File: config.mk
export PLATFORM = sky130hd
export DESIGN_NAME = pipe_add_sub_flat
export DESIGN_NICKNAME = d
export VERILOG_FILES = /design/src/rtl/pipe_add_sub_if.sv /design/src/rtl/pipe_add_sub.sv /design/src/flat_wrapper.sv
export SDC_FILE = /design/constraint.sdc
export NUM_CORES = 1
export LEC_CHECK = 0
export ABC_AREA = 0
export BUFFER_PORTS_ARGS = -buffer_cell sky130_fd_sc_hd__buf_2
export CAP_MARGIN = 10
export CORE_ASPECT_RATIO = 2
export CORE_UTILIZATION = 57
export CTS_CLUSTER_SIZE = 12
export DETAILED_ROUTE_END_ITERATION = 8
export PLACE_DENSITY = 0.85
export SETUP_SLACK_MARGIN = 0.4
export SLEW_MARGIN = 20
export SYNTH_ARGS = -nofsm -noshare
export SYNTH_HDL_FRONTEND = slang
export SYNTH_SLANG_ARGS = --single-unit
File: constraint.sdc
create_clock -name clk -period 2.5 [get_ports clk]
set_clock_uncertainty 0.15 [all_clocks]
set_input_delay 0.125 -clock clk [delete_from_list [all_inputs] [get_ports clk]]
set_output_delay 0.125 -clock clk [all_outputs]
set_load 0.05 [all_outputs]
File: src/rtl/pipe_add_sub_if.sv
// Streaming operand/result bundle for the pipelined adder/subtractor.
// The master side drives operands and consumes results; the slave side
// is the arithmetic block itself.
interface pipe_add_sub_if #(
    parameter int WIDTH = 16
);
    // Input side: operands and their handshake
    logic             in_valid;
    logic             in_ready;
    logic [WIDTH-1:0] d_1;
    logic [WIDTH-1:0] d_2;
    logic             sub;
    logic             Cin;

    // Output side: result and its handshake
    logic             out_valid;
    logic             out_ready;
    logic [WIDTH-1:0] Sum;
    logic             Cout;
    logic             Ovf;

    modport master (
        output in_valid, d_1, d_2, sub, Cin, out_ready,
        input  in_ready, out_valid, Sum, Cout, Ovf
    );

    modport slave (
        input  in_valid, d_1, d_2, sub, Cin, out_ready,
        output in_ready, out_valid, Sum, Cout, Ovf
    );
endinterface

File: src/rtl/pipe_add_sub.sv
// Pipelined adder/subtractor.
// The WIDTH-bit carry chain is cut into STAGES chunks of CW bits. Stage k adds
// the lowest remaining chunk of both operands plus the carry from stage k-1.
// Remaining operand bits travel down the pipe shifted right by CW each stage,
// and finished result chunks enter the partial sum from the top and shift
// down, so after STAGES stages chunk 0 sits at bit 0 and everything aligns.
// Backpressure stalls the whole pipe; bubbles travel as valid=0 slots.
module pipe_add_sub #(
    parameter int WIDTH  = 16,
    parameter int STAGES = 4
) (
    input  logic          clk,
    input  logic          rst_n,
    pipe_add_sub_if.slave bus
);

    localparam int CW   = WIDTH / STAGES;
    localparam int LAST = STAGES - 1;

    // Adds one CW-bit chunk plus carry; returns {carry_out, sum_chunk}.
    function automatic logic [CW:0] chunk_add(
        input logic [CW-1:0] a,
        input logic [CW-1:0] b,
        input logic          c
    );
        chunk_add = {1'b0, a} + {1'b0, b} + {{CW{1'b0}}, c};
    endfunction

    // Signed overflow of a chunk sum: carry into its MSB xor carry out of it.
    // The carry into the MSB is recovered from sum_msb ^ a_msb ^ b_msb.
    function automatic logic chunk_ovf(
        input logic [CW:0]   res,
        input logic [CW-1:0] a,
        input logic [CW-1:0] b
    );
        chunk_ovf = (res[CW-1] ^ a[CW-1] ^ b[CW-1]) ^ res[CW];
    endfunction

    // Per-stage pipeline registers
    logic [WIDTH-1:0] a_r     [STAGES];
    logic [WIDTH-1:0] b_r     [STAGES];
    logic [WIDTH-1:0] sum_r   [STAGES];
    logic             carry_r [STAGES];
    logic             valid_r [STAGES];
    logic             ovf_r;

    // Per-stage combinational inputs and next values
    logic [WIDTH-1:0] a_in_s     [STAGES];
    logic [WIDTH-1:0] b_in_s     [STAGES];
    logic [WIDTH-1:0] sum_in_s   [STAGES];
    logic             c_in_s     [STAGES];
    logic             v_in_s     [STAGES];
    logic [CW:0]      chunk_s    [STAGES];
    logic [WIDTH-1:0] top_s      [STAGES];
    logic [WIDTH-1:0] a_next_s   [STAGES];
    logic [WIDTH-1:0] b_next_s   [STAGES];
    logic [WIDTH-1:0] sum_next_s [STAGES];
    logic             ovf_next_s;

    logic stall_s;
    logic accept_s;

    assign stall_s  = valid_r[LAST] & ~bus.out_ready;
    assign accept_s = bus.in_valid & rst_n & ~stall_s;

    assign bus.in_ready  = rst_n & ~stall_s;
    assign bus.out_valid = valid_r[LAST];
    assign bus.Sum       = sum_r[LAST];
    assign bus.Cout      = carry_r[LAST];
    assign bus.Ovf       = ovf_r;

    // Stage inputs: stage 0 takes the prepared operands, later stages the previous registers
    always_comb begin
        a_in_s[0]   = bus.d_1;
        b_in_s[0]   = bus.sub ? ~bus.d_2 : bus.d_2;
        c_in_s[0]   = bus.sub ? ~bus.Cin : bus.Cin;
        sum_in_s[0] = '0;
        v_in_s[0]   = accept_s;
        for (int k = 1; k < STAGES; k++) begin
            a_in_s[k]   = a_r[k-1];
            b_in_s[k]   = b_r[k-1];
            c_in_s[k]   = carry_r[k-1];
            sum_in_s[k] = sum_r[k-1];
            v_in_s[k]   = valid_r[k-1];
        end
    end

    // Chunk addition and shift-down of operands / partial sum for every stage
    always_comb begin
        for (int k = 0; k < STAGES; k++) begin
            chunk_s[k]                = chunk_add(a_in_s[k][CW-1:0], b_in_s[k][CW-1:0], c_in_s[k]);
            a_next_s[k]               = a_in_s[k] >> CW;
            b_next_s[k]               = b_in_s[k] >> CW;
            top_s[k]                  = '0;
            top_s[k][WIDTH-1 -: CW]   = chunk_s[k][CW-1:0];
            sum_next_s[k]             = (sum_in_s[k] >> CW) | top_s[k];
        end
        ovf_next_s = chunk_ovf(chunk_s[LAST], a_in_s[LAST][CW-1:0], b_in_s[LAST][CW-1:0]);
    end

    // Pipeline registers: clear on reset, hold on stall, load data only for valid slots
    always_ff @(posedge clk) begin
        if (!rst_n) begin
            for (int k = 0; k < STAGES; k++) begin
                a_r[k]     <= '0;
                b_r[k]     <= '0;
                sum_r[k]   <= '0;
                carry_r[k] <= 1'b0;
                valid_r[k] <= 1'b0;
            end
            ovf_r <= 1'b0;
        end else if (!stall_s) begin
            for (int k = 0; k < STAGES; k++) begin
                valid_r[k] <= v_in_s[k];
                if (v_in_s[k]) begin
                    a_r[k]     <= a_next_s[k];
                    b_r[k]     <= b_next_s[k];
                    sum_r[k]   <= sum_next_s[k];
                    carry_r[k] <= chunk_s[k][CW];
                end else begin
                    a_r[k]     <= a_r[k];
                    b_r[k]     <= b_r[k];
                    sum_r[k]   <= sum_r[k];
                    carry_r[k] <= carry_r[k];
                end
            end
            if (v_in_s[LAST]) begin
                ovf_r <= ovf_next_s;
            end else begin
                ovf_r <= ovf_r;
            end
        end else begin
            for (int k = 0; k < STAGES; k++) begin
                valid_r[k] <= valid_r[k];
                a_r[k]     <= a_r[k];
                b_r[k]     <= b_r[k];
                sum_r[k]   <= sum_r[k];
                carry_r[k] <= carry_r[k];
            end
            ovf_r <= ovf_r;
        end
    end

endmodule

File: src/flat_wrapper.sv
// flat-port wrapper written by rule: the top's interface ports become plain ports
module pipe_add_sub_flat 
#(
    parameter int WIDTH  = 16,
    parameter int STAGES = 4
)
  (clk, rst_n, bus_in_valid, bus_d_1, bus_d_2, bus_sub, bus_Cin, bus_out_ready, bus_in_ready, bus_out_valid, bus_Sum, bus_Cout, bus_Ovf);
  pipe_add_sub_if #(.WIDTH(WIDTH)) bus_i ();
  input  logic clk;
  input  logic rst_n;
  input wire logic [$bits(bus_i.in_valid)-1:0] bus_in_valid;
  input wire logic [$bits(bus_i.d_1)-1:0] bus_d_1;
  input wire logic [$bits(bus_i.d_2)-1:0] bus_d_2;
  input wire logic [$bits(bus_i.sub)-1:0] bus_sub;
  input wire logic [$bits(bus_i.Cin)-1:0] bus_Cin;
  input wire logic [$bits(bus_i.out_ready)-1:0] bus_out_ready;
  output wire logic [$bits(bus_i.in_ready)-1:0] bus_in_ready;
  output wire logic [$bits(bus_i.out_valid)-1:0] bus_out_valid;
  output wire logic [$bits(bus_i.Sum)-1:0] bus_Sum;
  output wire logic [$bits(bus_i.Cout)-1:0] bus_Cout;
  output wire logic [$bits(bus_i.Ovf)-1:0] bus_Ovf;
  assign bus_i.in_valid = bus_in_valid;
  assign bus_i.d_1 = bus_d_1;
  assign bus_i.d_2 = bus_d_2;
  assign bus_i.sub = bus_sub;
  assign bus_i.Cin = bus_Cin;
  assign bus_i.out_ready = bus_out_ready;
  assign bus_in_ready = bus_i.in_ready;
  assign bus_out_valid = bus_i.out_valid;
  assign bus_Sum = bus_i.Sum;
  assign bus_Cout = bus_i.Cout;
  assign bus_Ovf = bus_i.Ovf;
  pipe_add_sub #(.WIDTH(WIDTH), .STAGES(STAGES)) u_core (.clk(clk), .rst_n(rst_n), .bus(bus_i));
endmodule
Word level (Yosys, flattened, before mapping)
Memories as Yosys holds them, arrays and structs flattened.
Index checks and enable logic that the tools add are counted.
Widths: inputs -> output; s select.
{ "word_totals": {"ramBits": 200, "elab_cells": 186, "reg_bits": 1, "n_memories": 5} }
{ "mem_list": {"columns": ["memory", "words", "width", "read_ports", "rd_clocked_by_memory_dff", "write_ports", "line", "source"], "rows": [
  ["u_core.a_r", 4, 16, 3, 0, 4, "pipe_add_sub.sv:40", "logic [WIDTH-1:0] a_r [STAGES];"],
  ["u_core.b_r", 4, 16, 3, 0, 4, "pipe_add_sub.sv:41", "logic [WIDTH-1:0] b_r [STAGES];"],
  ["u_core.sum_r", 4, 16, 4, 0, 4, "pipe_add_sub.sv:42", "logic [WIDTH-1:0] sum_r [STAGES];"],
  ["u_core.carry_r", 4, 1, 4, 0, 4, "pipe_add_sub.sv:43", "logic carry_r [STAGES];"],
  ["u_core.valid_r", 4, 1, 4, 0, 4, "pipe_add_sub.sv:44", "logic valid_r [STAGES];"]
]} }
{ "op_classes": {"eq_ne": 2, "muxes": 97, "bitwise_logic": 70, "n_addsub": 8, "reduce_logical": 3} }
{ "ops": {"columns": ["operator", "count"], "rows": [
  ["$mux 16", 37],
  ["$mux 1", 60],
  ["$or 1x1->1", 56],
  ["$or 12x16->16", 3],
  ["$add 4x4->5", 4],
  ["$add 5x1->5", 4],
  ["$not 16->16", 1],
  ["$reduce_and 2->1", 3],
  ["$and 1x1->1", 4],
  ["$not 1->1", 3],
  ["$xor 1x1->1", 3],
  ["$ne 0x0->1", 2]
]} }

Logic depth before layout (Yosys ltp)
{ "logic_depth": {"depth_word": 11, "depth_mapped": 8, "ltp_nobuf": 6} }

Worst setup path before layout
OpenSTA, ideal clock, no wires.
{ "synth_path": {"kind": "flip-flop to flip-flop", "from": "memory u_core.valid_r[3]", "to": "memory u_core.a_r[0][0] (enable)", "setup_ps": 386, "path_stages_with_launch": 5, "required_time_ps": 1964, "setup_slack_ps": 164, "arrival_ps": 1800, "synth_period_minus_slack_ps": 2336, "path_cell_list": "edfxtp_1 > nand2b_1 > clkbuf_1 > nand2_1 > nand2_1"} }
{ "synth_lines": {"columns": ["item", "line"], "rows": [
  ["from (decl)", "pipe_add_sub.sv:44"],
  ["to (decl)", "pipe_add_sub.sv:40"]
]} }

==> run_results.csv <==
group,metric,value,unit
logic_synthesis,ys_types,30,
logic_synthesis,yosysTopAreaCellShare,66.9,%
setup_path,worstSetupStartpointType,"register",
logic_synthesis,yosysTopAreaCell,"edfxtp_1",
timing,maxSlewHeadroom,57.5,%
drt,routed_wl,6.83,mm
clock_tree,path_clk_slew,0.06,ns
global_route,grt_pass1_wl,11.4,mm
logic_synthesis,synth_common_cells,"edfxtp_1 (96), and3_1 (35), and2_1 (33)",
global_route,overflow,0,
setup_path,crit_path_frequent_cell,"fa_2",
timing,slew_viol_final,0,
placed_design,gp_congestion,0.803,
setup_path,cp.required,2.61,ns
status,status,"complete, no violations",
logic_synthesis,synth_cells,304,
clock_tree,cts_buffers,9,
setup_path,cp_num_buf_inv,0,
finish,fin_nets,447,
logic_synthesis,yosysMostFrequentCell,"edfxtp_1",
setup_path,crit_arrival,2.17,ns
clock_tree,cts_num_sinks,97,
finish,area_growth,21.5,%
global_route,grt.total_usage,19.4,%
pwr,p_leak,0.00224,uW
drt,first_pass_iters,4,
hold_path,holdCritPathClass,"in2reg",
timing,fin_setup_tns,0,ns
clock_tree,ctsRootBufferMaster,"clkbuf_16",
pwr,ir_worst_vdd,0.525,mV
timing,finalCriticalPeriod,2.06,ns
finish,drive_gt1_share,23.7,%
clock_tree,max-clock-path-buffers,2,
drt,wl_per_cell,14.1,um
hold_path,hp-start,"bus_d_1[3]",
floorplan,initial_core_util,59.3,%
finish,multi_input_area,1320,sq um
finish,seqCellArea,2900,sq um
drt,num_vias,2520,
global_route,grt_pass1_vias,2595,
global_route,antenna_found_initial,0,
placed_design,dpl.hpwl,4.53,mm
clock_tree,clkLatencyLatePin,0.34,ns
floorplan,core_area,7270,sq um
placed_design,post-place-cells,444,
drt,antenna_left,0,
logic_synthesis,yosysSeqAreaShare,67.3,%
logic_synthesis,netlist_area,4310,sq um
logic_synthesis,synth_ff_type,"edfxtp_1",
setup_path,path_depth,6,
placed_design,place.port_buffers,57,
clock_tree,cts_htree_levels,3,
finish,antenna_cells,0,
setup_path,crit_slowest_cell,"fa_2",
setup_path,reg2reg_from,"u_core.b_r[2][0]$_DFFE_PP_",
hold_path,hold_path_depth,4,
floorplan,fp.dieH,125,um
logic_synthesis,yosysWarnings,0,
logic_synthesis,ys_seq_elements,97,
logic_synthesis,synthArstFlopShare,0,%
timing,hold_violations,0,
setup_path,end_kind,"register",
pwr,p_per_area,707,nW/um^2
global_route,grt_max_degree,34,
floorplan,ios,58,
logic_synthesis,syn-num-nets,362,
floorplan,die_w,63.5,um
timing,rsz0062_at_grt,"true",
setup_path,path_class,"reg2reg",
drt,drc,0,
timing,tightest_slew,0.635,ns
logic_synthesis,synth_edf_count,96,
setup_path,cpLargestDelayFamily,"adder cells",
clock_tree,cts_tree,"done",
setup_path,cp_slowest_stage_delay,0.42,ns
logic_synthesis,yosys-top-cells-area,"edfxtp_1 (67%), and3_1 (5.1%), and2_1 (4.8%)",
finish,instances_no_fill,485,
floorplan,rows,44,
timing,setup_viol,0,
run,cap_viol_max_count,0,
setup_path,path_max_fanout,3,
drt,first_iter_violations,123,
setup_path,rr_worst_depth,6,
finish,fill_cells,488,
timing,clock.fmax,486,MHz
drt,vias_per_cell,5.20,
setup_path,startpoint,"u_core.b_r[2][0]$_DFFE_PP_",
timing,min_period_over_period,82.4,%
floorplan,dieArea,7930,sq um
logic_synthesis,syn_avg_cell_area,14.2,sq um
setup_path,cp_cell_sequence,"fa_2, fa_2, nand3_2, a21oi_1, o211a_1, o31ai_2",
==> state kept, by name, indices dropped and copies added (netlist names) <==
register and cells:
u_core.sum_r 40, u_core.a_r 24, u_core.b_r 24, u_core.carry_r 4
u_core.valid_r 4, u_core.bus.Ovf 1
==> final cells by class <==
type                            count  share of cell area, %
Multi-Input combinational cell    178                   25.2
Clock buffer                        9                   4.30
Inverter                           15                   1.15
Sequential cell                    97                   55.4
Clock inverter                      6                  0.693
Timing Repair Buffer               88                   11.1
Tap cell                           92                   2.20
==> placed cells by master (no fill, tap or decap), types with 4 or more instances in the layout <==
cell type	n
o21ai_0	5
a21oi_1	7
inv_1	14
clkinvlp_4	4
dlygate4sd3_1	25
edfxtp_1	96
ha_1	12
nand2_1	7
xnor2_1	16
buf_4	6
buf_2	57
fa_2	4
fa_1	4
xor2_1	5
and3_1	35
nor2b_1	6
clkbuf_16	9
nor2_1	20
and2_1	33
nor3_1	4
==> per-stage QoR <==
stage	util, %	setup slack, ns	cell area [sq um]	power, uW	hold slack, ns
after detailed placement	64.6	0.319	4700	2480	0.260
after global placement	64.6	0.409	4700	2440	0.257
final	72.1	0.440	5240	3710	0.124
after global routing	72.1	0.359	5240	3850	0.137
after floorplan	-	0.416	4320	2360	0.179
after CTS	71.9	0.435	5230	3720	0.123
==> tightest hold or removal path, cell delays in order <==
cell and delay, ns:
buf_2 0.08, ha_1 0.13, inv_1 0.04, a21oi_1 0.12
==> cells by family after synthesis <==
group	after synthesis	share of synthesized area, %
compound gates	20	3.08
xor+xnor	21	4.27
buf+inv	29	2.67
fa+ha+maj	20	7.20
simple gates	117	15.4
flops	97	67.3
==> final timing paths <==
path	to	slack [ns]
worst max register to register	u_core.bus.Ovf$_SDFFE_PN0P_	0.44
worst max-delay path	u_core.bus.Ovf$_SDFFE_PN0P_	0.44
worst min-delay path	u_core.carry_r[0]$_SDFFCE_PN0P_	0.12
worst min register to register	u_core.bus.Ovf$_SDFFE_PN0P_	0.35
==> timing repair <==
| item | in CTS | in global routing |
|---|---|---|
| buffers inserted | 0 | 1 |
| gates cloned | 0 | 0 |
| hold buffers | 25 | 0 |
| hold endpoints to repair | 25 | 0 |
| gates resized for setup | 6 | 1 |
| endpoints found under the setup margin | 3 | 3 |
==> power breakdown <==
part	internal, uW	switching, uW	leakage [uW]	total (uW)
clock	660	555	0.000121	1220
sequential	1960	44.4	0.00103	2000
combinational	209	277	0.00109	486
==> layer usage <==
layer	track usage, %	share of wire (%)
met5	0	0
met2	37.0	62
met4	10.8	2.7
met1	18.1	32
met3	4.29	3.1
(Power assumes the default switching activity.)
